**src/rtl/vram_stream_reader.sv**
```systemverilog
// Streams a framed VRAM region (magic, 11-bit length, payload, XOR checksum) on valid/ready.
// A 2-entry skid buffer absorbs the 1-cycle RAM read latency so the consumer may stall freely.
module vram_stream_reader #(
    parameter int unsigned AW        = 11,
    parameter logic [7:0]  HDR_MAGIC = 8'hA5
) (
    input  logic          clk,
    input  logic          reset,
    input  logic          start,
    input  logic          abort,
    input  logic [AW-1:0] vram_size,
    output logic [AW-1:0] vram_read_address,
    output logic          vram_read_clock,
    input  logic [7:0]    vram_output,
    output logic [7:0]    out_data,
    output logic          out_valid,
    input  logic          out_ready,
    output logic          busy,
    output logic          done
);

    typedef enum logic [2:0] {
        IDLE = 3'd0,
        HDR0 = 3'd1,
        HDR1 = 3'd2,
        HDR2 = 3'd3,
        DATA = 3'd4,
        SUM  = 3'd5
    } state_t;

    state_t        state, state_d;
    logic [AW-1:0] size_q, size_d;
    logic [AW-1:0] pay_cnt, pay_cnt_d;
    logic [7:0]    csum, csum_d;
    logic [7:0]    out_data_d;
    logic          out_valid_d, busy_d, done_d;

    logic          rd_more, rd_pend;
    logic [7:0]    skid [2];
    logic          wr_ptr, rd_ptr;
    logic [1:0]    count;

    logic          pop_c, flush_c, frame_start_c, issue_c, have_c, accept_c, last_c;
    logic [1:0]    occ_c;
    logic [7:0]    head_c, csum_nx_c;
    logic [AW-1:0] last_addr_c;

    assign vram_read_clock = clk;
    assign accept_c        = out_valid & out_ready;
    assign have_c          = (count != 2'd0);
    assign head_c          = skid[rd_ptr];
    assign last_addr_c     = size_q - AW'(1);
    assign last_c          = (pay_cnt == last_addr_c);
    assign csum_nx_c       = csum ^ out_data;

    // Occupancy after this edge's pop, counting the read landing now; gate new reads on it.
    assign occ_c   = count + 2'(rd_pend) - 2'(pop_c);
    assign issue_c = rd_more & (occ_c < 2'd2);

    // Next-state and output-register logic
    always_comb begin
        state_d       = state;
        size_d        = size_q;
        pay_cnt_d     = pay_cnt;
        csum_d        = csum;
        out_data_d    = out_data;
        out_valid_d   = out_valid;
        busy_d        = busy;
        done_d        = 1'b0;
        pop_c         = 1'b0;
        flush_c       = 1'b0;
        frame_start_c = 1'b0;

        if (abort && (state != IDLE)) begin
            state_d     = IDLE;
            out_valid_d = 1'b0;
            busy_d      = 1'b0;
            flush_c     = 1'b1;
        end else begin
            case (state)
                IDLE: begin
                    if (start && !abort) begin
                        state_d       = HDR0;
                        size_d        = vram_size;
                        pay_cnt_d     = '0;
                        csum_d        = 8'h00;
                        busy_d        = 1'b1;
                        out_valid_d   = 1'b1;
                        out_data_d    = HDR_MAGIC;
                        frame_start_c = 1'b1;
                    end
                end
                HDR0: begin
                    if (accept_c) begin
                        state_d    = HDR1;
                        out_data_d = 8'(size_q >> 8);
                    end
                end
                HDR1: begin
                    if (accept_c) begin
                        state_d    = HDR2;
                        out_data_d = 8'(size_q);
                    end
                end
                HDR2: begin
                    if (accept_c) begin
                        if (size_q == '0) begin
                            state_d    = SUM;
                            out_data_d = csum;
                        end else begin
                            state_d     = DATA;
                            pop_c       = have_c;
                            out_valid_d = have_c;
                            if (have_c) out_data_d = head_c;
                        end
                    end
                end
                DATA: begin
                    if (accept_c) begin
                        csum_d = csum_nx_c;
                        if (last_c) begin
                            state_d    = SUM;
                            out_data_d = csum_nx_c;
                        end else begin
                            pay_cnt_d   = pay_cnt + AW'(1);
                            pop_c       = have_c;
                            out_valid_d = have_c;
                            if (have_c) out_data_d = head_c;
                        end
                    end else if (!out_valid && have_c) begin
                        pop_c       = 1'b1;
                        out_valid_d = 1'b1;
                        out_data_d  = head_c;
                    end
                end
                SUM: begin
                    if (accept_c) begin
                        state_d     = IDLE;
                        out_valid_d = 1'b0;
                        busy_d      = 1'b0;
                        done_d      = 1'b1;
                    end
                end
                default: begin
                    state_d     = IDLE;
                    out_valid_d = 1'b0;
                    busy_d      = 1'b0;
                end
            endcase
        end
    end

    always_ff @(posedge clk or negedge reset) begin
        if (!reset) begin
            state     <= IDLE;
            size_q    <= '0;
            pay_cnt   <= '0;
            csum      <= 8'h00;
            out_data  <= 8'h00;
            out_valid <= 1'b0;
            busy      <= 1'b0;
            done      <= 1'b0;
        end else begin
            state     <= state_d;
            size_q    <= size_d;
            pay_cnt   <= pay_cnt_d;
            csum      <= csum_d;
            out_data  <= out_data_d;
            out_valid <= out_valid_d;
            busy      <= busy_d;
            done      <= done_d;
        end
    end

    // Read address generation and skid buffer; the RAM samples the address each edge.
    always_ff @(posedge clk or negedge reset) begin
        if (!reset) begin
            vram_read_address <= '0;
            rd_more           <= 1'b0;
            rd_pend           <= 1'b0;
            wr_ptr            <= 1'b0;
            rd_ptr            <= 1'b0;
            count             <= 2'd0;
            skid[0]           <= 8'h00;
            skid[1]           <= 8'h00;
        end else if (flush_c || frame_start_c) begin
            vram_read_address <= '0;
            rd_more           <= frame_start_c && (vram_size != '0);
            rd_pend           <= 1'b0;
            wr_ptr            <= 1'b0;
            rd_ptr            <= 1'b0;
            count             <= 2'd0;
        end else begin
            rd_pend <= issue_c;
            if (issue_c) begin
                if (vram_read_address == last_addr_c) rd_more <= 1'b0;
                else vram_read_address <= vram_read_address + AW'(1);
            end
            if (rd_pend) begin
                skid[wr_ptr] <= vram_output;
                wr_ptr       <= ~wr_ptr;
            end
            if (pop_c) rd_ptr <= ~rd_ptr;
            count <= count + 2'(rd_pend) - 2'(pop_c);
        end
    end

endmodule

```
**config.mk**
```make
export PLATFORM = sky130hd
export DESIGN_NAME = vram_stream_reader
export DESIGN_NICKNAME = d
export VERILOG_FILES = /design/src/rtl/vram_stream_reader.sv
export SDC_FILE = /design/constraint.sdc
export NUM_CORES = 1
export LEC_CHECK = 0
export CORE_MARGIN = 4
export CORE_UTILIZATION = 35
export CTS_CLUSTER_SIZE = 28
export DETAILED_ROUTE_END_ITERATION = 7
export PLACE_DENSITY = 0.64
export SETUP_SLACK_MARGIN = 0.5
export SLEW_MARGIN = 10
export SYNTH_ARGS = -nofsm -noshare
export SYNTH_HDL_FRONTEND = slang
export SYNTH_SLANG_ARGS = --single-unit
```
**constraint.sdc**
```tcl
create_clock -name clk -period 6.7 [get_ports clk]
set_clock_uncertainty 0.15 [all_clocks]
set_input_delay 1.34 -clock clk [delete_from_list [all_inputs] [get_ports clk]]
set_output_delay 1.34 -clock clk [all_outputs]
set_load 0.01 [all_outputs]
```
# After elaboration in Yosys (flattened, before gate mapping)
# Cells that the tools add are included.
# W data, S select, Z words.
[totals]
reg_bits = 77
in_bits = 24
elab_cells = 162
[classes]
mux = 70
addsub = 5
eq_ne = 27
bitwise = 9
n_reduce_logical = 31
order_cmp = 4
[ops]
columns = ["cell", "count"]
rows = [
  ["$mux W8", 15],
  ["$mux W11", 6],
  ["$pmux W8 S5", 1],
  ["$mux W1", 31],
  ["$ne A3 B3 Y1 const B", 9],
  ["$mux W3", 8],
  ["$add A11 B1 Y11 const B", 2],
  ["$eq A11 B11 Y1", 2],
  ["$pmux W11 S2", 1],
  ["$reduce_and A7 Y1", 3],
  ["$pmux W3 S6", 1],
  ["$bwmux W16", 1],
  ["$pmux W8 S2", 1],
  ["$ne A2 B2 Y1 const B", 7],
  ["$reduce_bool A2 Y1", 6],
  ["$logic_not A11 Y1", 1],
  ["$reduce_bool A11 Y1", 1],
  ["$sub A11 B1 Y11 const B", 1],
  ["$demux W8 S1", 1],
  ["$ne A4 B4 Y1 const B", 2],
  ["$xor A8 B8 Y8", 1],
  ["$eq A3 B2 Y1 const B", 2],
  ["$eq A3 B3 Y1 const B", 2],
  ["$reduce_and A2 Y1", 3],
  ["25 further kinds", 38],
]

# Logic depth before layout (Yosys ltp)
[logic_depth]
ltp_word = 11
depth_mapped = 22

==> metrics.txt <==
synth top area cells=dfrtp_1, nand2_1, nor2_1, mux2_2, xnor2_1; layout cells sized above 1=under 10%; Slew Limit Fails=0; DP Worst Slack=roughly 1400 ps; core box area=about 0.014 mm²; Filler Cell Count=between 1k and 1.5k; gpl congestion=approximately 0.9; Clock transition at path regs=around 60 ps; Overall Global Routing Usage=between 15 and 20%; Vias per Instance=approximately 5.6; Die Y=128 µm; endpoints failing hold=0; largest net degree at the start of global routing=a little under 80; Critical Path Source Type=clock port; vias in the first global route=~4.4k; drt drc=0; die footprint=roughly 0.016 mm²; nets=between 600 and 700; Resized Gates After CTS=0; Top Ports=between 40 and 50; kind of critical path=clk2out; Final WS setup=roughly 1100 ps; PortBufs=46; crit-path cells=clkbuf_16 -> clkbuf_16 -> clkdlybuf4s50_1; Post-CTS Hold Fix Bufs=0; initial drt markers=approximately 420; CTS tree=yes; Yosys reg bits=just under 80; most frequent cells in the layout=dfrtp_1, nand2_1, nor2_1, clkdlybuf4s50_1, o21ai_0; Worst path max stage delay=between 400 and 500 ps; # diodes=0; initial antenna violation count=0; clk_lat worst skew=~460 ps; Post-synth EDFFs=0; hold crit path type=reg2reg; Pre-Repair DR Iteration Count=5; DP HPWL=9630 µm; post-CTS setup buffers=0; PwrDens=401 mW/mm²; Crit Path Max Fanout=2; Initial Utilization=a little over a third; Synth area leader=dfrtp_1; syn_area_per_cell=about 8.7 µm²; synth warn=0; worst-margin pin slew=between 1000 and 1500 ps; highest-delay cell along the critical path=clkdlybuf4s50_1; final setup TNS=0 ps; Total Routed Length=13600 µm; Die X=between 100 and 150 µm; Netlist cell types=63; worst vdd ir=0.200 mV; DRT antenna net count=0; wire length per cell=between 15 and 20 µm; most used flip-flop cell after synthesis=dfrtp_1; Critical Path End Type=output port; gr ovfl total=0; Syn Std Cell Area=between 0.005 and 0.006 mm²; Crit path required time=approximately 5200 ps; Via Count=roughly 4.4k; # Max-Cap Violations=0; Setup violations, final=0; CP Data Arrival Time=4060 ps; leakage dissipation=around 2.4 nW; Net Count, Synth=roughly 600; Worst slew margin=~17%; wire length of the first global-routing pass=between 20000 and 25000 µm; Crit path top cell by count=clkbuf_16; commonest non-fill, non-tap cell in the layout=dfrtp_1; Mapped Cells=573; async set-or-reset flop fraction in the synthesized netlist=between 90% and 100%; post-synthesis sequential area ratio=slightly below 40%; cell row count=43; RSZ-0062 raised after global routing=no; status=complete, no violations; synth-to-layout area growth=18.2%; top cell type's share of synthesized area=38.5%
[Yosys cell counts, drive strengths merged (2+ instances only)]
cell type   n
nand3b      4
nor3       17
nand2b      6
nor2b       9
buf        12
a22o        2
nor2       61
mux2       22
a22oi       7
o2bb2ai     4
clkbuf     28
o311ai      3
dfrtp      77
inv         8
or3         6
or4         4
nor4b       3
o21ai      36
ha          5
nand2      70
a21oi      33
mux2i      14
o221ai      7
a211oi      5
a31oi       6
o31ai       7
and2        7
and3       10
xnor3       3
nand4      11
a31o        2
xnor2      21
nand3      15
nor4        6
o211a       2
xor2       21
or2         4
[worst max-delay path, delay by kind of cell]
family | cells | cell delay [ps]
buffers and inverters | 3 | 710
[stage by stage]
| step | instance area (µm²) | hold WS [ps] | cells | util, % | total power, mW |
|---|---|---|---|---|---|
| after global routing | 5920 | 368 | 780 | 42.5 | 2.53 |
| after floorplan | 5000 | 324 | 573 | - | 1.51 |
| final | 5920 | 354 | 780 | 42.5 | 2.37 |
| after detailed placement | 5540 | 345 | 762 | 39.7 | 1.77 |
| after global placement | 5540 | 334 | 762 | 39.7 | 1.75 |
| after CTS | 5920 | 358 | 780 | 42.5 | 2.38 |
[final timing paths]
path                                  startpoint                          endpoint  slack [ps]  cells past startpoint
max                                          clk                   vram_read_clock        1150                      3
min                          skid[0]$_DFFE_PN0P_               skid[0]$_DFFE_PN0P_         350                      1
max reg2reg                size_q[2]$_DFFE_PN0P_  vram_read_address[7]$_DFFE_PN0P_        1310                     18
min reg2reg                  skid[0]$_DFFE_PN0P_               skid[0]$_DFFE_PN0P_         350                      1
max in group asynchronous                  reset           out_data[2]$_DFFE_PN0P_        4850                      1
min in group asynchronous                  reset  vram_read_address[1]$_DFFE_PN0P_         900                      1
[sequential cells by signal, summed over array words and instances, names as in the netlist, 2 cells and up]
name / cells
skid: 16
pay_cnt: 11
size_q: 11
vram_read_address: 11
csum: 8
out_data: 8
state: 3
count: 2
[kinds of logic (layout without fill, tap and decap cells)]
kind of cell             count (synthesis)  count (layout)  synth area share [%]
AO/OA/AOI/OAI                          125             125                  16.1
AND/OR/NAND/NOR                        237             237                  23.4
XOR/XNOR                                45              45                  8.70
flip-flops                              77              77                  38.5
buffers and inverters                   48              75                  4.33
adder cells (fa/ha/maj)                  5               5                  1.25
multiplexers                            36              36                  7.75
[area by class of cell]
type / instances / area (µm²) / share of cell area, %
multi-input cells: 448 / 2870 / 48.6
clock buffers: 15 / 318 / 5.37
well taps: 180 / 225 / 3.81
repair buffers: 48 / 470 / 7.95
clock inverters: 4 / 73.8 / 1.25
inverters: 8 / 30.0 / 0.508
flip-flops and latches: 77 / 1930 / 32.6
[per-layer routing]
layer | part of all wire [%] | vias to the layer above | GRT usage [%]
met4 | 2.5 | 0 | 8.61
met5 | 0 | - | 0
met3 | 5.8 | 23 | 3.68
met2 | 45 | 139 | 25.7
met1 | 47 | 2131 | 24.3
li1 | - | 2089 | -
[report_power, final]
group	switching (mW)	internal (mW)	leakage (nW)	total [mW]
Sequential	0.189	0.593	0.999	0.782
Combinational	0.529	0.446	1.23	0.974
Clock	0.205	0.410	0.190	0.616
No activity file was read; power rests on OpenSTA's default activity.
